--- src/rtl/serial_arith_pkg.sv ---
// Shared definitions for the bit-serial arithmetic blocks: FSM encodings and a
// count-width helper.
package serial_arith_pkg;

  typedef enum logic [1:0] {
    IDLE = 2'd0,
    RUN  = 2'd1,
    DONE = 2'd2
  } ser_state_e;

  // Bits needed to index v positions (v >= 2).
  function automatic int clog2(input int v);
    int r;
    r = 0;
    while ((1 << r) < v) r++;
    return r;
  endfunction

endpackage

--- src/rtl/full_sub_cell.sv ---
// Combinational 1-bit full subtractor: d = a - b - bin, bout = borrow out.
module full_sub_cell (
  input  logic a,
  input  logic b,
  input  logic bin,
  output logic d,
  output logic bout
);

  assign d    = a ^ b ^ bin;
  assign bout = (~a & b) | (~(a ^ b) & bin);

endmodule

--- src/rtl/serial_subtractor.sv ---
// Bit-serial A - B - bor_in, one bit per clock LSB first, start/busy/done handshake.
// Optional signed-overflow output enabled by defining SERSUB_OVF_EN.
module serial_subtractor
  import serial_arith_pkg::*;
#(
  parameter int WIDTH = 4
) (
  input  logic             clk,
  input  logic             rst,
  input  logic             start_in,
  input  logic [WIDTH-1:0] a_in,
  input  logic [WIDTH-1:0] b_in,
  input  logic             bor_in,
  output logic             busy,
  output logic             done,
  output logic [WIDTH-1:0] diff,
  output logic             borrow
`ifdef SERSUB_OVF_EN
  ,
  output logic             ovf
`endif
);

  localparam int CW = clog2(WIDTH);

  ser_state_e       state, state_nxt;
  logic [CW-1:0]    cnt;
  logic [WIDTH-1:0] a_sh, b_sh, res_sh;
  logic             br;
  logic             accept, last, d_bit, br_nxt;

  assign accept = start_in && !busy;
  assign last   = (state == RUN) && (cnt == CW'(WIDTH - 1));

  full_sub_cell u_cell (
    .a    (a_sh[0]),
    .b    (b_sh[0]),
    .bin  (br),
    .d    (d_bit),
    .bout (br_nxt)
  );

  always_ff @(posedge clk) begin
    if (rst) state <= IDLE;
    else     state <= state_nxt;
  end

  always_comb begin
    state_nxt = state;
    case (state)
      IDLE:    if (accept) state_nxt = RUN;
      RUN:     if (last)   state_nxt = DONE;
      DONE:    state_nxt = accept ? RUN : IDLE;
      default: state_nxt = IDLE;
    endcase
  end

  always_ff @(posedge clk) begin
    if (rst) begin
      a_sh   <= '0;
      b_sh   <= '0;
      res_sh <= '0;
      br     <= 1'b0;
      cnt    <= '0;
      busy   <= 1'b0;
      done   <= 1'b0;
      diff   <= '0;
      borrow <= 1'b0;
`ifdef SERSUB_OVF_EN
      ovf    <= 1'b0;
`endif
    end else begin
      done <= last;
      if (accept) begin
        a_sh <= a_in;
        b_sh <= b_in;
        br   <= bor_in;
        cnt  <= '0;
        busy <= 1'b1;
      end else if (state == RUN) begin
        a_sh   <= a_sh >> 1;
        b_sh   <= b_sh >> 1;
        res_sh <= {d_bit, res_sh[WIDTH-1:1]};
        br     <= br_nxt;
        cnt    <= cnt + 1'b1;
        if (last) begin
          diff   <= {d_bit, res_sh[WIDTH-1:1]};
          borrow <= br_nxt;
          busy   <= 1'b0;
`ifdef SERSUB_OVF_EN
          // On the final bit the shift regs present the operand MSBs directly.
          ovf    <= (a_sh[0] ^ b_sh[0]) & (a_sh[0] ^ d_bit);
`endif
        end
      end
    end
  end

endmodule
--- config.mk ---
export PLATFORM = sky130hd
export DESIGN_NAME = serial_subtractor
export DESIGN_NICKNAME = d
export VERILOG_FILES = /design/src/rtl/serial_arith_pkg.sv /design/src/rtl/full_sub_cell.sv /design/src/rtl/serial_subtractor.sv
export SDC_FILE = /design/constraint.sdc
export NUM_CORES = 1
export LEC_CHECK = 0
export BUFFER_PORTS_ARGS = -buffer_cell sky130_fd_sc_hd__buf_2
export CAP_MARGIN = 10
export CORE_UTILIZATION = 40
export DETAILED_ROUTE_END_ITERATION = 8
export GPL_TIMING_DRIVEN = 0
export SETUP_SLACK_MARGIN = 0.15
export SLEW_MARGIN = 20
export SYNTH_ARGS = -nofsm -noshare
export SYNTH_HDL_FRONTEND = slang
export SYNTH_SLANG_ARGS = --single-unit
--- constraint.sdc ---
create_clock -name clk -period 2.8 [get_ports clk]
set_input_delay 0.28 -clock clk [delete_from_list [all_inputs] [get_ports clk]]
set_output_delay 0.28 -clock clk [all_outputs]
set_load 0.02 [all_outputs]
Word-level counts from Yosys, hierarchy flattened --
Index checks and enable logic that the tools add are counted.
Word-level totals: ROM bits 0, bits in latches 0, bits in writable memories 0, memories kept 0, bits in registers 24, output and inout bits 7, logic and storage cells 48
Operators by class: reduce and logical (&&, ||, !) cells 11, muxes and demuxes 13, multiply operators 0, shift operators 0, bitwise gates (word level) 8, add/subtract/negate cells 1, equal/unequal tests 5, divide/modulo/power cells 0, order comparisons 0
Operators with widths (count):
- $mux W4 | 4
- $mux W1 | 6
- $pmux W2 S3 | 1
- $reduce_and A2 Y1 | 3
- $eq A2 B2 Y1 const B | 2
- $mux W2 | 2
- $ne A2 B2 Y1 const B | 2
- $reduce_bool A2 Y1 | 2
- $not A1 Y1 | 3
- $reduce_and A3 Y1 | 1
- $add A2 B1 Y2 const B | 1
- $and A1 B1 Y1 | 2
- $eq A2 B1 Y1 const B | 1
- $logic_and A1 B1 Y1 | 2
- $logic_not A2 Y1 | 1
- $reduce_or A2 Y1 | 1
- $xor A1 B1 Y1 | 2
- $logic_not A1 Y1 | 1
- $or A1 B1 Y1 | 1

Longest topological paths before layout --
Gate-level depths: netlist (run 1).
word-level depth 6, gate-level depth with buffers 5

Modules after synthesis --
From an unflattened synthesis (run 1), not the netlist that was laid out.
Unflattened totals: cell total of the unflattened synthesis 111, area, all modules 967.2 um^2
By module, submodules not included:
- serial_subtractor | cells each 107, area an instance 935.9 um^2, sequential area each 460.4 um^2, times used 1
- full_sub_cell | cells each 4, area an instance 31.3 um^2, sequential area each 0.0 um^2, times used 1

Least setup slack after synthesis (run 1) --
OpenSTA, ideal clock, no wires.
kind register to register, start point register busy, end point register diff[2], slack 1.579 ns, required time 2.666 ns, setup time 0.134 ns, arrival time 1.087 ns, stages on the path, launching flop included 5, cell sequence dfxtp_1 and2b_4 buf_6 o31ai_1 a21oi_1
On the way: word-level cells in the longest chain between the ends 4
RTL lines:
- start: declaration | RTL line serial_subtractor.sv:14 | output logic busy,
- start signal: assignment | RTL line serial_subtractor.sv:65 | busy <= 1'b0;
- start signal: assignment | RTL line serial_subtractor.sv:79 | busy <= 1'b1;
- start signal: assignment | RTL line serial_subtractor.sv:89 | busy <= 1'b0;
- $logic_not A1 Y1 | RTL line serial_subtractor.sv:32 | assign accept = start_in && !busy;
- $logic_and A1 B1 Y1 | RTL line serial_subtractor.sv:32
- $not A1 Y1 (no source line)
- $reduce_and A3 Y1 (no source line)
- end signal: assignment | RTL line serial_subtractor.sv:87 | diff <= {d_bit, res_sh[WIDTH-1:1]};
- end: declaration | RTL line serial_subtractor.sv:16 | output logic [WIDTH-1:0] diff,
No other way between the ends. A chain may end at the register's enable or synchronous reset.

Worst setup path after layout (run 1) --
start point register cnt[0], end point register borrow
On the way: word-level cells in the longest chain between the ends 3
RTL lines:
- start: declaration | RTL line serial_subtractor.sv:27 | logic [CW-1:0] cnt;
- start signal: assignment | RTL line serial_subtractor.sv:85 | cnt <= cnt + 1'b1;
- $eq A2 B2 Y1 | RTL line serial_subtractor.sv:33 | assign last = (state == RUN) && (cnt == CW'(WIDTH - 1));
- $logic_and A1 B1 Y1 | RTL line serial_subtractor.sv:33
- $reduce_and A3 Y1 (no source line)
- end signal: assignment | RTL line serial_subtractor.sv:88 | borrow <= br_nxt;
- end: declaration | RTL line serial_subtractor.sv:17 | output logic borrow
No other way between the ends.

==> metrics.yaml, run 1 <==
post-cts-setup-buffer-count: 0
die_w_um: 53.3
synthAdderAreaFrac_pct: 3.10
min_period_ns: 1.43
drive_above_1_share_pct: 28.0
grt_antenna_before_repair: 0
clock_path_buffers: 2
rows: 18
fmax_ghz: 0.699
syn_inst: 110
clk-insertion-delay-late_ns: 0.30
cts_resized: 0
wl_um: 2180
r2r_slack_ns: 1.37
synthXorXnorAreaFrac_pct: 1.55
layout_commonest_cell: "dfxtp_1"
hold_violations: 0
syn_area_sq_um: 1050
synth_ff_type: "dfxtp_1"
cts_root_buffer: "clkbuf_4"
port_buffers: 18
synthArstFlopShare_pct: 0
fin_skew_ns: 0.00270
cts_tree: "built"
finalSetupTns_ns: 0
synth_top_family_by_area: "simple AND/OR/NAND/NOR gates"
setup_viol_count_final: 0
synth_edf_count: 0
dp_slack_ns: 1.37
final_nets: 147
grt_use_total_pct: 17.2
synth_compound_area_share_pct: 19.5
drtAntennaViolNets: 0
numCtsBuffers: 3
required_ns: 2.97
reg2reg_depth: 4
grt_pass1_wl_um: 3480
die_area_sq_um: 2840
hold_buffers: 0
synth-seq-cells: 23
setup_ws_ns: 1.37
io_pins: 19
drv_cap: 0
worstSetupEndpoint: "borrow"
first_global_vias: 764
powerDensity_nw_per_um2: 508
critPathMaxFanout: 8
synth-seq-area-share_pct: 43.8
critPathLaunch: "cnt[0]"
grt_overflow: 0
reg2reg_to: "borrow"
diodes: 0
vias: 862
wl_per_cell_um: 13.5
clk_pin_slew_ns: 0.12
place_congestion: 0.742
final_util_pct: 48.6
start_kind: "register"
drc: 0
relSlewSlack_pct: 58.9
synthMuxAreaShare_pct: 0.952
grt_max_degree: 13
initial_utilization_pct: 42.4
tightestPinTransition_ns: 0.616
via_per_inst: 5.32
final_cell_mix: "dfxtp_1 (23), buf_2 (18), nand2_1 (15), a21oi_1 (9), nor2_1 (8)"
post-route-period-util_pct: 51.1
htree_levels: 1
ir_drop_v: 0.000232
clock-sinks: 23
timing.rr.start: "cnt[0]"
dp_hpwl_um: 1580
run_status: "finished, final reports clean"
cp-end-kind: "register"
drtPass1Iterations: 4
worstPathArrival_ns: 1.60
rsz0062_at_grt: "false"
critPathKind: "register to register"
synthesis.nets: 124
chipHeight_um: 53.3
finalMaxSlewViolations: 0
ys_types: 33
leakagePower_nw: 0.463
synth-simple-area-share_pct: 19.9
min_path_cells: 2
drt_iter0_markers: 9
hold_class: "input pin to register"
syn2layout_area_growth_pct: 14.6
ys_warn_count: 0
core_region_area_sq_um: 2480
syn-mean-instance-area_sq_um: 9.55
through the flow:
step / area (sq um) / total power, mW / std cells / hold WS, ns
floorplan: 1050 / 0.441 / 110 / 0.352
global placement: 1180 / 0.469 / 158 / 0.454
detailed placement: 1180 / 0.471 / 158 / 0.465
CTS: 1200 / 0.619 / 162 / 0.179
global route: 1200 / 0.637 / 162 / 0.195
finish: 1200 / 0.612 / 162 / 0.190
cell families after synthesis:
kind of cell | Yosys count
and+or+nand+nor | 43
buffers and inverters | 13
muxes | 1
DFF | 23
xor gates and xnor gates | 1
AOI/OAI and AO/OA | 27
adders and majority gates | 2
layout make-up:
class | instances | area [sq um]
Tap cell | 30 | 37.5
Inverter | 3 | 11.3
Clock buffer | 4 | 26.3
Multi-Input combinational cell | 74 | 473
Timing Repair Buffer | 18 | 90.1
Fill cell | 264 | 1270
Buffer | 10 | 106
Sequential cell | 23 | 460
per-layer routing:
metal	up-vias	global-route usage [%]	routed length (um)
met5	-	0	0
met4	0	5.26	13
met3	2	2.59	82
met2	18	27.5	1000
met1	411	23.5	1080
li1	431	-	-
power by group:
group	switching [mW]	internal [mW]
clock	0.0927	0.0554
combinational	0.0596	0.0523
sequential	0.00946	0.342
sequential cells by signal, summed over array words and instances, names as in the netlist, 2 cells and up:
register	count
state	2
diff	4
cnt	2
b_sh	4
a_sh	4
res_sh	3
worst min-delay path by stage:
stage                       start  endpoint  slack [ns]
after floorplan               rst   b_sh[0]        0.35
after global placement    b_sh[3]   b_sh[3]        0.45
after detailed placement  diff[3]   diff[3]        0.46
after CTS                     rst   b_sh[0]        0.18
after global routing          rst   b_sh[0]        0.19
final                         rst   b_sh[1]        0.19
critical path: stages (launching register included):
cell and delay, ns:
dfxtp_1 0.40, ha_1 0.31, inv_1 0.20, nor3_1 0.28
a211oi_1 0.10
synthesized netlist by cell type (all sizes together), types with 2 or more instances:
cell	number	share of area [%]
a21oi	10	5.1
a311oi	6	6.8
and2b	2	1.7
buf	9	9.8
dfxtp	23	44
inv	3	1.1
nand2	15	5.4
nand2b	2	1.2
nand3	5	2.4
nand4	4	2.4
nor2	8	2.9
nor3	6	3.3
o21ai	3	1.4
o31ai	4	2.9
Note: power is estimated with default switching activity, not from simulation.
==> run 2: changes to the inputs <==
clock period = 1.3 ns   (was 2.8 ns; I/O delays follow)
==> metrics.yaml, run 2 (same netlist as run 1, synthesis figures left out) <==
dp_slack_ns: 0.0442
worstPathCellList: "ha_4 > clkinvlp_4 > o31ai_1 > a21oi_1"
crit_family: "flip-flops"
diodes: 0
clk-insertion-delay-late_ns: 0.31
fmax_ghz: 0.798
crit_path_max_incr_delay_ns: 0.41
critPathKind: "register to register"
met3_length_um: 91
port_buffers: 18
chipHeight_um: 53.3
reg2reg_to: "diff[3]"
p_int_mw: 1.06
min-delay-start: "a_in[3]"
ir_drop_v: 0.000622
grt_pass1_wl_um: 3790
post-route-period-util_pct: 96.4
powerDensity_nw_per_um2: 982
reg.largest.list: "a_sh: 4 flops, b_sh: 4 flops, diff: 4 flops"
setup_ws_ns: 0.0466
wl_um: 2490
run_status: "finished, final reports clean"
grt_overflow: 0
fin_skew_ns: 0.00499
numCtsBuffers: 3
io_pins: 19
layout_commonest_cell: "buf_2"
final_nets: 158
clock_path_buffers: 2
top_layer_used: "met4"
drc: 0
clk_pin_slew_ns: 0.13
relSlewSlack_pct: 57.6
initial_utilization_pct: 42.4
dp_hpwl_um: 1540
critPathMaxFanout: 7
clockPowerShare_pct: 23.3
die_area_sq_um: 2840
start_kind: "register"
die_w_um: 53.3
grt_max_degree: 13
drt-met1-wl_um: 1170
hold_violations: 0
syn2layout_area_growth_pct: 42.7
hold_buffers: 0
nFillCells: 228
final_cells: 173
slowest_stage: "dfxtp_4"
worstPathArrival_ns: 1.45
min_path_cells: 3
seqPwrFrac_pct: 52.2
place_congestion: 0.700
final_util_pct: 60.6
cts_tree: "built"
tightestPinTransition_ns: 0.636
first_global_vias: 827
clock-sinks: 23
drtPass1Iterations: 4
setup_viol_count_final: 0
final_cell_mix: "buf_2 (18), dfxtp_1 (16), nand2_1 (10), a21oi_1 (9), nor2_1 (8)"
reg2reg_depth: 4
cts_root_buffer: "clkbuf_4"
met2WireLength_um: 1190
cp-end-kind: "register"
switchingPower_mw: 0.417
leakagePower_nw: 0.571
rsz0062_at_grt: "true"
wl_per_cell_um: 14.4
r2r_slack_ns: 0.05
via_per_inst: 5.28
combPwrFrac_pct: 24.6
grt_antenna_before_repair: 0
drv_cap: 0
core_region_area_sq_um: 2480
vias: 913
hold_class: "input pin to register"
min_period_ns: 1.25
timing.rr.start: "cnt[0]"
rows: 18
min_to: "a_sh[3]"
grt_use_total_pct: 18.8
swShare_pct: 28.3
finalMaxSlewViolations: 0
drtAntennaViolNets: 0
drive_above_1_share_pct: 53.1
htree_levels: 1
path_buf_inv: 1
drt_iter0_markers: 20
required_ns: 1.49
dp_cells: 158
==> run 2: cell types whose count changed in the layout (fill, tap and decap cells not counted), sizes merged <==
cell,change
inv,-1
clkbuf,+1
clkinvlp,+1
buf,+10
==> run 2: layout make-up <==
class                           instances  area, sq um  share of cell area (%)
Multi-Input combinational cell         74          591                    39.4
Inverter                                3         15.0                    1.00
Clock buffer                            4         26.3                    1.75
Timing Repair Buffer                   29          234                    15.6
Tap cell                               30         37.5                    2.50
Buffer                                 10          125                    8.34
Sequential cell                        23          472                    31.4
==> run 2: power groups by stage <==
stage / Clock (mW) / Combinational, mW / Sequential, mW
floorplan: 0 / 0.179 / 0.773
global placement: 0 / 0.240 / 0.774
detailed placement: 0 / 0.243 / 0.775
CTS: 0.340 / 0.303 / 0.762
global route: 0.380 / 0.389 / 0.773
finish: 0.342 / 0.362 / 0.768
==> run 2: worst max-delay path by stage <==
stage	from	end	slack [ns]	depth (start not counted)
floorplan	b_sh[0]	br	0.14	5
global placement	b_sh[0]	br	0.06	5
detailed placement	cnt[0]	diff[0]	0.04	4
CTS	br	diff[3]	0.07	4
global route	br	diff[3]	-0.01	4
finish	cnt[0]	diff[3]	0.05	4
==> run 2: timing repair <==
action	CTS	global route
cloned	1	1
endpoints found under the hold margin	0	0
endpoints found under the setup margin	8	18
pin swaps	6	11
setup buffers	8	1
resized for setup	15	24
==> run 2: stage by stage <==
step           hold WS, ns  TNS [ns]  area (sq um)  power, mW
2_1_floorplan        0.202         0          1070      0.953
3_3_place_gp         0.358         0          1200       1.01
3_5_place_dp         0.360         0          1200       1.02
4_1_cts             0.0188         0          1370       1.41
5_1_grt             0.0312   -0.0121          1500       1.54
6_report            0.0343         0          1500       1.47
==> run 2: worst register-to-register path, stage by stage, from the launching register on <==
cell	delay [ns]
dfxtp_4	0.41
ha_4	0.15
clkinvlp_4	0.20
o31ai_1	0.29
a21oi_1	0.09
==> run 2: routing by layer <==
metal	vias up	GRT usage [%]
met2	19	32.7
met4	0	7.02
met3	4	2.87
met1	434	22.8
li1	456	-
met5	-	0
==> run 3: changes to the inputs <==
CELL_PAD_IN_SITES_DETAIL_PLACEMENT = 1   (was default)
CELL_PAD_IN_SITES_GLOBAL_PLACEMENT = 1   (was default)
CORE_UTILIZATION = 36   (was 40)
GPL_TIMING_DRIVEN = default   (was 0)
PLACE_DENSITY_LB_ADDON = 0.1   (was default)
==> metrics.yaml, run 3 (same netlist as run 1, synthesis figures left out) <==
drt_iter0_markers: 24
clock_path_buffers: 2
layout_commonest_cell: "buf_2"
die_w_um: 56.0
clk-insertion-delay-late_ns: 0.31
leakagePower_nw: 0.510
port_buffers: 18
nFillCells: 313
tightestPinTransition_ns: 0.497
wl_um: 2600
grt_use_total_pct: 16.5
htree_levels: 1
dp_hpwl_um: 1550
reg2reg_to: "diff[3]"
finalMaxSlewViolations: 0
powerDensity_nw_per_um2: 1010
grt_max_degree: 25
reg.largest.list: "a_sh: 4 flops, b_sh: 4 flops, diff: 4 flops"
min_period_ns: 1.24
min-delay-start: "a_in[3]"
relSlewSlack_pct: 66.8
critPathLaunch: "b_sh[0]"
hold_class: "input pin to register"
drtPass1Iterations: 4
post-route-period-util_pct: 95.2
dp_slack_ns: 0.0580
worstPathArrival_ns: 1.49
first_global_vias: 888
drtAntennaViolNets: 0
holdWs_ns: 0.0343
cp-end-kind: "register"
clock-sinks: 23
finalSetupTns_ns: 0
syn2layout_area_growth_pct: 28.6
timing.rr.start: "b_sh[0]"
drc: 0
cts_root_buffer: "clkbuf_4"
chipHeight_um: 56.0
setup_ws_ns: 0.0627
initial_utilization_pct: 38.1
crit_path_max_incr_delay_ns: 0.57
worstSetupEndpoint: "diff[3]"
grt_pass1_wl_um: 4040
drv_cap: 0
drive_above_1_share_pct: 45.9
worstPathCellList: "inv_2 > fa_2 > nand4_1 > a21oi_1"
setup_viol_count_final: 0
final_nets: 150
reg2reg_depth: 4
final_util_pct: 49.0
ir_drop_v: 0.000518
diodes: 0
place_congestion: 0.745
rows: 19
vias: 904
io_pins: 19
hold_violations: 0
r2r_slack_ns: 0.06
power_mw: 1.36
grt_antenna_before_repair: 0
hold_buffers: 0
cts_tree: "built"
grt_overflow: 0
run_status: "finished, final reports clean"
core_region_area_sq_um: 2760
rsz0062_at_grt: "true"
critPathMaxFanout: 2
slowest_stage: "fa_2"
required_ns: 1.55
critPathKind: "register to register"
numCtsBuffers: 3
via_per_inst: 5.45
wl_per_cell_um: 15.7
fmax_ghz: 0.808
clk_pin_slew_ns: 0.13
fin_skew_ns: 0.00163
final_cell_mix: "buf_2 (18), dfxtp_1 (16), nand2_1 (15), nor2_1 (8), a21oi_1 (8)"
die_area_sq_um: 3140
start_kind: "register"
==> run 3: cell types whose count changed in the layout (fill, tap and decap cells not counted), sizes merged <==
cell | before | now
clkinv | 0 | 1
buf | 37 | 30
clkbuf | 6 | 4
==> run 3: metrics by stage <==
stage / std cells / area [sq um]
after floorplan: 110 / 1070
after global placement: 156 / 1160
after detailed placement: 156 / 1160
after CTS: 162 / 1220
after global routing: 166 / 1350
final: 166 / 1350
==> run 3: worst min-delay path by stage <==
stage / end / slack, ns / cells past startpoint
2_1_floorplan: b_sh[0] / 0.20 / 1
3_3_place_gp: a_sh[3] / 0.37 / 3
3_5_place_dp: a_sh[3] / 0.38 / 3
4_1_cts: a_sh[3] / 0.03 / 3
5_1_grt: b_sh[3] / 0.04 / 3
6_report: a_sh[3] / 0.03 / 3
==> run 3: what timing repair did <==
item	in CTS	in global routing
endpoints found under the setup margin	8	16
pin swaps	1	6
setup buffers	2	3
cloned	0	1
resized for setup	9	16
==> run 3: power breakdown <==
part / switching [mW] / internal, mW / total, mW
Sequential: 0.0228 / 0.739 / 0.762
Combinational: 0.141 / 0.120 / 0.261
Clock: 0.223 / 0.115 / 0.338
Total: 0.387 / 0.974 / 1.36
==> run 3: cell type report <==
type                            instances  area [sq um]  area share (%)
Sequential cell                        23           472            34.9
Multi-Input combinational cell         74           549            40.6
Clock buffer                            3          22.5            1.67
Timing Repair Buffer                   31           249            18.4
Tap cell                               31          38.8            2.87
Inverter                                3          15.0            1.11
Clock inverter                          1          5.00           0.370
==> run 3: worst max-delay path: cells and delay by family (launching register included) <==
kind	cells	cell delay [ns]
adders and majority gates	1	0.57
DFF	1	0.35
AOI/OAI and AO/OA	1	0.14
and+or+nand+nor	1	0.08
buffers and inverters	1	0.04
==> run 3: per-layer routing <==
metal,wire (um),part of all wire [%],vias up,track usage (%)
met5,0,0,-,0
met4,16,0.62,0,5.57
met3,106,4.1,2,2.09
met2,1320,51,28,27.7
met1,1160,45,435,21.8
li1,-,-,439,-
